[src/rtl/mdu_iterative.sv]
// Multi-cycle RV32M multiply/divide unit: radix-2^BITS_PER_CYCLE shift-add multiplier
// and restoring divider on operand magnitudes, with sign fix-up folded into the result load.
module mdu_iterative #(
    parameter int unsigned XLEN           = 32,
    parameter int unsigned BITS_PER_CYCLE = 1
) (
    input  logic            SYS_clk,
    input  logic            SYS_reset,
    input  logic            MDU_start,
    input  logic [2:0]      MDU_op,
    input  logic [XLEN-1:0] MDU_rs1,
    input  logic [XLEN-1:0] MDU_rs2,
    input  logic            MDU_kill,
    input  logic            MDU_ack,
    output logic            MDU_ready,
    output logic            MDU_valid,
    output logic [XLEN-1:0] MDU_result
);

    localparam int unsigned N  = XLEN / BITS_PER_CYCLE;
    localparam int unsigned CW = $clog2(N) + 1;
    localparam int unsigned BW = BITS_PER_CYCLE;

    localparam logic [2:0] OP_MULH   = 3'b001;
    localparam logic [2:0] OP_MULHSU = 3'b010;
    localparam logic [2:0] OP_DIV    = 3'b100;
    localparam logic [2:0] OP_REM    = 3'b110;

    typedef enum logic [1:0] {IDLE, CALC, DONE} state_t;

    state_t state, state_n;

    logic [CW-1:0]   cnt;
    logic [2:0]      op_q;
    logic            neg_q, neg_r;
    logic [XLEN-1:0] opd, hi, lo;
    logic [XLEN-1:0] hi_n, lo_n, final_val;
    logic            last;

    logic            a_signed, b_signed, a_neg, b_neg;
    logic [XLEN-1:0] a_mag, b_mag;
    logic            div_zero, div_ovf, fast;
    logic [XLEN-1:0] fast_val;

    logic [XLEN+BW-1:0] sum, ext;
    logic [XLEN:0]      trial, diff;
    logic [2*XLEN-1:0]  prod;

    assign last = (cnt == CW'(N - 1));

    always_comb begin
        a_signed = (MDU_op == OP_MULH) || (MDU_op == OP_MULHSU) ||
                   (MDU_op == OP_DIV)  || (MDU_op == OP_REM);
        b_signed = (MDU_op == OP_MULH) || (MDU_op == OP_DIV) || (MDU_op == OP_REM);
        a_neg    = a_signed && MDU_rs1[XLEN-1];
        b_neg    = b_signed && MDU_rs2[XLEN-1];
        a_mag    = a_neg ? -MDU_rs1 : MDU_rs1;
        b_mag    = b_neg ? -MDU_rs2 : MDU_rs2;
        div_zero = MDU_op[2] && (MDU_rs2 == '0);
        div_ovf  = ((MDU_op == OP_DIV) || (MDU_op == OP_REM)) &&
                   (MDU_rs1 == {1'b1, {(XLEN-1){1'b0}}}) && (MDU_rs2 == '1);
        fast     = div_zero || div_ovf;
        fast_val = '0;
        if (div_zero)
            fast_val = MDU_op[1] ? MDU_rs1 : '1;
        else if (div_ovf)
            fast_val = MDU_op[1] ? '0 : {1'b1, {(XLEN-1){1'b0}}};
    end

    // Multiply: {hi,lo} shifts right while lo's low bits select multiples of opd.
    // Divide: {hi,lo} shifts left, hi is the partial remainder, quotient bits enter lo.
    always_comb begin
        hi_n  = hi;
        lo_n  = lo;
        ext   = {{BW{1'b0}}, opd};
        sum   = '0;
        trial = '0;
        diff  = '0;
        if (!op_q[2]) begin
            sum = {{BW{1'b0}}, hi};
            for (int unsigned j = 0; j < BW; j++)
                if (lo[j])
                    sum = sum + (ext << j);
            hi_n = sum[XLEN+BW-1:BW];
            lo_n = {sum[BW-1:0], lo[XLEN-1:BW]};
        end else begin
            for (int unsigned j = 0; j < BW; j++) begin
                trial = {hi_n, lo_n[XLEN-1]};
                lo_n  = {lo_n[XLEN-2:0], 1'b0};
                diff  = trial - {1'b0, opd};
                if (!diff[XLEN]) begin
                    hi_n    = diff[XLEN-1:0];
                    lo_n[0] = 1'b1;
                end else begin
                    hi_n = trial[XLEN-1:0];
                end
            end
        end
    end

    always_comb begin
        prod = {hi_n, lo_n};
        if (neg_q)
            prod = -prod;
        final_val = '0;
        if (!op_q[2])
            final_val = (op_q[1:0] == 2'b00) ? prod[XLEN-1:0] : prod[2*XLEN-1:XLEN];
        else if (op_q[1])
            final_val = neg_r ? -hi_n : hi_n;
        else
            final_val = neg_q ? -lo_n : lo_n;
    end

    always_ff @(posedge SYS_clk) begin
        if (SYS_reset)
            state <= IDLE;
        else
            state <= state_n;
    end

    always_comb begin
        state_n   = state;
        MDU_ready = 1'b0;
        MDU_valid = 1'b0;
        case (state)
            IDLE: begin
                MDU_ready = 1'b1;
                if (MDU_start && !MDU_kill)
                    state_n = fast ? DONE : CALC;
            end
            CALC: begin
                if (MDU_kill)
                    state_n = IDLE;
                else if (last)
                    state_n = DONE;
            end
            DONE: begin
                MDU_valid = 1'b1;
                if (MDU_kill || MDU_ack)
                    state_n = IDLE;
            end
            default: state_n = IDLE;
        endcase
    end

    always_ff @(posedge SYS_clk) begin
        if (SYS_reset) begin
            cnt        <= '0;
            op_q       <= '0;
            neg_q      <= 1'b0;
            neg_r      <= 1'b0;
            opd        <= '0;
            hi         <= '0;
            lo         <= '0;
            MDU_result <= '0;
        end else begin
            case (state)
                IDLE: begin
                    if (MDU_start && !MDU_kill) begin
                        op_q  <= MDU_op;
                        neg_q <= a_neg ^ b_neg;
                        neg_r <= a_neg;
                        cnt   <= '0;
                        hi    <= '0;
                        if (MDU_op[2]) begin
                            opd <= b_mag;
                            lo  <= a_mag;
                        end else begin
                            opd <= a_mag;
                            lo  <= b_mag;
                        end
                        if (fast)
                            MDU_result <= fast_val;
                    end
                end
                CALC: begin
                    if (!MDU_kill) begin
                        hi  <= hi_n;
                        lo  <= lo_n;
                        cnt <= cnt + CW'(1);
                        if (last)
                            MDU_result <= final_val;
                    end
                end
                default: ;
            endcase
        end
    end

endmodule

[config.mk]
export PLATFORM = sky130hd
export DESIGN_NAME = mdu_iterative
export DESIGN_NICKNAME = d
export VERILOG_FILES = /design/src/rtl/mdu_iterative.sv
export SDC_FILE = /design/constraint.sdc
export NUM_CORES = 1
export LEC_CHECK = 0
export ABC_AREA = 1
export BUFFER_PORTS_ARGS = -buffer_cell sky130_fd_sc_hd__buf_4
export CORE_ASPECT_RATIO = 1.1
export CORE_MARGIN = 2
export CORE_UTILIZATION = 28
export CTS_CLUSTER_DIAMETER = 150
export CTS_CLUSTER_SIZE = 24
export DETAILED_ROUTE_END_ITERATION = 12
export GPL_ROUTABILITY_DRIVEN = 0
export SYNTH_ARGS = -nofsm -noshare
export SYNTH_HDL_FRONTEND = slang
export SYNTH_SLANG_ARGS = --single-unit
export TNS_END_PERCENT = 20
[constraint.sdc]
create_clock -name SYS_clk -period 4.85 [get_ports SYS_clk]
set_clock_uncertainty 0.15 [all_clocks]
set_input_delay 0.485 -clock SYS_clk [delete_from_list [all_inputs] [get_ports SYS_clk]]
set_output_delay 0.485 -clock SYS_clk [all_outputs]
set_load 0.05 [all_outputs]
* After elaboration in Yosys (flattened, before gate mapping)
Cells that the tools add are included.
** Storage, ports and cells
- Register bits :: 141
- Output and inout bits :: 34
- Word-level logic and storage cells :: 97
** Operators by class
- Eq/ne operators :: 15
- Add/subtract/negate cells :: 8
- Bitwise operators :: 1
- Mux-type cells :: 41
- Reductions and logical operators :: 23
** Operators with widths (count)
- 32-bit 2-to-1 mux :: 24
- 32-bit one-hot mux with 2 select lines :: 3
- 32-bit negation :: 4
- 32-bit == test, second input constant :: 2
- 64-bit 2-to-1 mux :: 1
- 64-bit negation :: 1
- 32-bit by 32-bit adder with 33-bit output :: 1
- 33-bit 2-to-1 mux :: 1
- 33-bit by 32-bit subtractor with 33-bit output :: 1
- 32-bit zero test :: 1
- 6-bit 2-to-1 mux :: 2
- 6-bit one-hot mux with 2 select lines :: 1
- 2-bit 2-to-1 mux :: 5
- 2-bit != test, second input constant :: 5
- 1-bit logical OR :: 8
- 6-bit by 1-bit adder with 6-bit output, second input constant :: 1
- 3-bit == test, second input constant :: 2
- 6-bit by 5-bit == test with 1-bit output, second input constant :: 1
- 1-bit logical AND :: 6
- 2-bit one-hot mux with 3 select lines :: 1
- 3-bit AND reduction :: 2
- 5-bit AND reduction :: 1
- 2-bit zero test :: 2
- 3-bit by 1-bit == test with 1-bit output, second input constant :: 1
- 9 further kinds :: 11

* Logic depth before layout (Yosys ltp)
- Depth in word-level cells :: 10
- Depth in mapped cells :: 37

* Least setup slack after synthesis
Ideal clock, no wire load.
- Path kind :: register to register
- Start :: register lo[31]
- End :: register MDU_result[20]
- Slack :: 0.883 ns
- Period minus slack after synthesis :: 3.967 ns
- Data required time :: 4.580 ns
- Stages on the path, launching flop included :: 36
- Data arrival time :: 3.697 ns
- Buffers on the path :: 0
- Path through :: dfxtp_1 -> inv_1 -> ha_1 -> fa_1 -> inv_1 -> nand2_1 -> nand2_1 -> nand3_1 -> nand2_2 -> nand2_2 -> nand2_2 -> nand2_4 -> nand2_4 -> nand2_4 -> nand3_2 -> nand2_2 -> inv_1 -> ha_1 -> nand2_1 -> nor2_2 -> nand2_1 -> nor3_2 -> inv_1 -> nor2_1 -> inv_1 -> or2_1 -> clkinv_1 -> nand4_2 -> nor2_2 -> nand3_1 -> nand3_1 -> nand2_1 -> o21ai_1 -> nand2_1 -> nand2_1 -> a21oi_1
** On the way
- Word-level cells in the longest chain between the ends :: 10
- Elaborated cells on any way between the ends :: 17
- Those cells by class :: add/sub (4); mux (13)
** Ends and longest elaborated chain
- start, declared :: line 36 : logic [XLEN-1:0] opd, hi, lo;
- start signal, assigned :: line 167 : lo <= a_mag;
- start signal, assigned :: line 170 : lo <= b_mag;
- start signal, assigned :: line 179 : lo <= lo_n;
- 33-bit by 32-bit subtractor with 33-bit output :: line 90 : diff = trial - {1'b0, opd};
- 1-bit 2-to-1 mux / 32-bit 2-to-1 mux (equally long branches) :: line 91 : if (!diff[XLEN]) begin
- 32-bit 2-to-1 mux :: line 79 : if (!op_q[2]) begin
- 64-bit negation, or another cell as far along :: line 104 : prod = -prod;
- 64-bit 2-to-1 mux, or another cell as far along :: line 103 : if (neg_q)
- 32-bit 2-to-1 mux, on equally long branches :: line 107, 108
- 32-bit 2-to-1 mux * :: line 106 : if (!op_q[2])
- 32-bit 2-to-1 mux * :: line 181 : if (last)
- 32-bit 2-to-1 mux * :: line 177 : if (!MDU_kill) begin
- 32-bit one-hot mux with 2 select lines * :: line 157 : case (state)
- end signal, assigned :: line 173 : MDU_result <= fast_val;
- end signal, assigned :: line 182 : MDU_result <= final_val;
- end, declared :: line 17 : output logic [XLEN-1:0] MDU_result
Every way passes the cells marked *; elsewhere a longest branch is shown, timed or not. The select of a mux whose other input is x is not followed.
A chain may end at the register's enable or synchronous reset.

* Worst setup path after layout
- Start :: register opd[17]
- End :: register MDU_result[31]
** On the way
- Word-level cells in the longest chain between the ends :: 10
- Elaborated cells on any way between the ends :: 19
- Those cells by class :: add/sub (5); mux (14)
** Ends and longest elaborated chain
- start, declared :: line 36
- start signal, assigned :: line 166 : opd <= b_mag;
- start signal, assigned :: line 169 : opd <= a_mag;
- 33-bit by 32-bit subtractor with 33-bit output / 32-bit by 32-bit adder with 33-bit output (equally long branches) :: line 90, 83
- 1-bit 2-to-1 mux, or another cell as far along :: line 91
- 32-bit 2-to-1 mux :: line 79
- 64-bit negation, or another cell as far along :: line 104
- 64-bit 2-to-1 mux, or another cell as far along :: line 103
- 32-bit 2-to-1 mux, on equally long branches :: line 107, 108
- 32-bit 2-to-1 mux * :: line 106
- 32-bit 2-to-1 mux * :: line 181
- 32-bit 2-to-1 mux * :: line 177
- 32-bit one-hot mux with 2 select lines * :: line 157
Marks and branches as above.

==> Implementation_results.wiki <==
{| class="wikitable"
! Metric !! Value
|-
| Max-cap violations || 0
|-
| Total routing resource utilization after global routing || 25.0%
|-
| Floorplan core area || 64700 um^2
|-
| Fraction of layout cells with a size suffix above 1 || 10.1%
|-
| Synthesized area divided by synthesized cell count || 5.45 um^2
|-
| Critical Path End Type || flip-flop
|-
| Number of cells produced by synthesis || 3341
|-
| Arr. time, crit path || 4730 ps
|-
| Final slew viol count || 0
|-
| Estimated wirelength of the detail-placed design || 69500 um
|-
| First-pass GRT wire length || 127000 um
|-
| Portion of synthesized cell area occupied by the leading cell type || 20.7%
|-
| Required time of the critical path || 5050 ps
|-
| Deepest level of the CTS H-tree || 4
|-
| DRT iter0 DRCs || 2503
|-
| Detailed-route vias per instance || 5.23
|-
| Yosys top cell by area || nand2_1
|-
| Number of diodes added for antenna fixing || 0
|-
| Run status || finished clean
|-
| Pin count of the biggest net entering global routing || 74
|-
| Worst reg-to-reg setup slack || 320 ps
|-
| Global route overflow || 0
|-
| Library cells used by synthesis || 56
|-
| Clk slew on worst S/H paths || 80 ps
|-
| P_leak || 10.5 nW
|-
| Part of the cycle the worst path needs || 93.5%
|-
| Maximum number of buffers from clock root to sink || 2
|-
| Residual DRC || 0
|-
| Clk sink count || 141
|-
| Growth of design area from synthesis to finish || 13.7%
|-
| Sequential fraction of the synthesis area || 15.5%
|-
| Crit path launch type || flip-flop
|-
| Tightest Hold Check Type || primary input to flip-flop
|-
| Number of filler instances in the final layout || 7352
|-
| Actual slew at the worst max-slew pin || 971 ps
|-
| Area occupied by multi-input gates || 13000 um^2
|-
| Count of endpoints failing setup in the final report || 0
|-
| Vertical die dimension || 272 um
|-
| Initial standard-cell utilization of the core || 28.1%
|-
| Critical-path maximum fanout || 21
|-
| Root Buffer Master || clkbuf_16
|-
| Headroom to the max-slew limit || 34.4%
|-
| Upper clock frequency limit || 221 MHz
|-
| Most used flip-flop cell after synthesis || dfxtp_1
|-
| Clock tree from TritonCTS || yes
|-
| Ys Warns || 0
|-
| Vias in the first global route || 20692
|-
| Area contributors post-synth || nand2_1 (21%), dfxtp_1 (15%), inv_1 (10%), a21oi_1 (6.8%), nand3_1 (6.8%)
|-
| Placement Cell Area || 20100 um^2
|-
| Yosys reg bits || 141
|-
| Number of detailed-routing iterations run before antenna repair || 9
|-
| Number of primary I/O pins || 106
|-
| Final period demand of the worst path || 4530 ps
|-
| CTS Buf Count || 17
|-
| Cell Rows || 98
|-
| Synthesized Nets || 3485
|-
| Routed length per instance || 20.0 um
|-
| Synth Cell Area || 18200 um^2
|-
| Routed Antenna Nets || 0
|-
| Setup Buffers After CTS || 0
|-
| Storage element area || 2830 um^2
|-
| Post-layout util || 32.0%
|-
| Number of nets in the layout || 3556
|-
| Finished Cell Area || 20700 um^2
|-
| Die outline area || 67100 um^2
|-
| VDD IR max || 0.281 mV
|-
| Port Buffer Count || 105
|-
| Hold Fails Final Rpt || 0
|-
| Die X-Extent || 247 um
|-
| Via count of the routed design || 22371
|-
| Number of enable flip-flop cells after synthesis || 0
|-
| Kind of critical path || flip-flop to flip-flop
|-
| Pwr Density || 260 nW/um^2
|-
| Asr flop ratio synth || 0%
|-
| Antenna violations before repair || 0
|-
| Routed wire length || 85400 um
|-
| Later-pin clock latency in the skew report || 460 ps
|}
## routing by layer
layer / vias up / GRT usage, % / wire, um / share of wire (%)
met5: - / 0 / 0 / 0
met4: 0 / 22.0 / 8880 / 10
met3: 294 / 3.38 / 7470 / 8.8
met2: 1231 / 39.3 / 36900 / 43
met1: 10021 / 29.7 / 32100 / 38
li1: 10825 / - / - / -
## synth_stat cells, types with 35 or more instances
master / n
dfxtp_1: 141
nor2_1: 313
inv_1: 504
nor3_1: 35
a21oi_1: 247
nand2_1: 1005
nand2_2: 39
o21ai_0: 209
clkbuf_1: 82
ha_1: 70
nand3_1: 247
xor2_1: 93
## path summary, 6_finish.rpt
kind,startpoint,to,depth (start not counted)
max reg2reg,opd[17]$_SDFFE_PP0P_,MDU_result[31]$_SDFFE_PP0P_,26
max,opd[17]$_SDFFE_PP0P_,MDU_result[31]$_SDFFE_PP0P_,26
min,MDU_ack,state[1]$_SDFFE_PP0P_,3
min reg2reg,cnt[2]$_SDFFE_PP0P_,cnt[2]$_SDFFE_PP0P_,2
## power breakdown
group	internal, W	total, W	switching [W]
Sequential	0.00123	0.00130	0.0000711
Clock	0.000694	0.00138	0.000686
Combinational	0.000786	0.00270	0.00192
## critical path: stages, from the launching register on
cell	delay, ps
dfxtp_1	430
inv_1	80
ha_1	450
nand2_1	150
nor2_1	170
nand2_1	130
nor2_2	150
nand2_4	100
nand2_4	90
nand2_4	60
buf_4	190
nand2_4	240
nand2_1	80
nand3_1	150
nand2_2	90
nor2_2	320
nand2_1	250
nor2_1	200
nand2_1	90
nand2_1	80
nand2_1	50
nand2_1	60
nand3_1	110
nand2_1	100
nand3_1	180
nand2_1	190
a21oi_1	80
## what timing repair did
action | CTS | global route
hold buffers | 0 | 0
gates resized for setup | 0 | 7
setup endpoints to repair | 0 | 13
## through the flow
stage / setup TNS [ps] / total power, W / setup WS [ps] / cells / hold slack (ps)
2_1_floorplan: 0 / 0.00308 / 883 / 3341 / 287
3_3_place_gp: 0 / 0.00393 / 380 / 4243 / 307
3_5_place_dp: 0 / 0.00392 / 346 / 4243 / 309
4_1_cts: 0 / 0.00529 / 307 / 4275 / 202
5_1_grt: -9.94 / 0.00565 / -9.94 / 4275 / 236
6_report: 0 / 0.00538 / 316 / 4275 / 211
## cells in the final DEF (no fill, tap or decap), drive strengths merged, types with 3 or more instances in the layout
cell and count:
inv 525, o31ai 9, nor4 9, a22oi 26, o21bai 8, or2 14
nand4 33, nand3 256, a21oi 252, xor2 93, nand3b 12, clkinv 8
o211ai 27, ha 70, a221o 3, a31oi 12, dfxtp 141, nor3 38
o21ai 227, nand2 1053, o221ai 8, xnor2 25, o22ai 13, and2 5
clkbuf 17, buf 177, nor2 346, o2111ai 3
## flip-flops by register name (all words and copies together), names as in the netlist
name and cells:
state 2, MDU_result 32, lo 32, cnt 6
neg_q 1, opd 32, hi 32, neg_r 1
op_q 3
## cells by family (layout without fill, tap and decap cells)
logic type | Yosys count | in the layout | synth area share (%)
simple gates | 1768 | 1768 | 41.7
flops | 141 | 141 | 15.5
buf+inv | 643 | 727 | 13.7
compound gates | 599 | 599 | 18.4
fa+ha+maj | 72 | 72 | 5.03
xor+xnor | 118 | 118 | 5.67
## final cells by class
class,instances,share of cell area (%)
clock buffer,17,2.05
clock inverter,15,0.767
inverter,518,9.39
multi-input combinational,2557,62.6
sequential,141,13.7
tap,850,5.14
timing repair buffer,177,6.42
No activity file was read; power rests on OpenSTA's default activity.
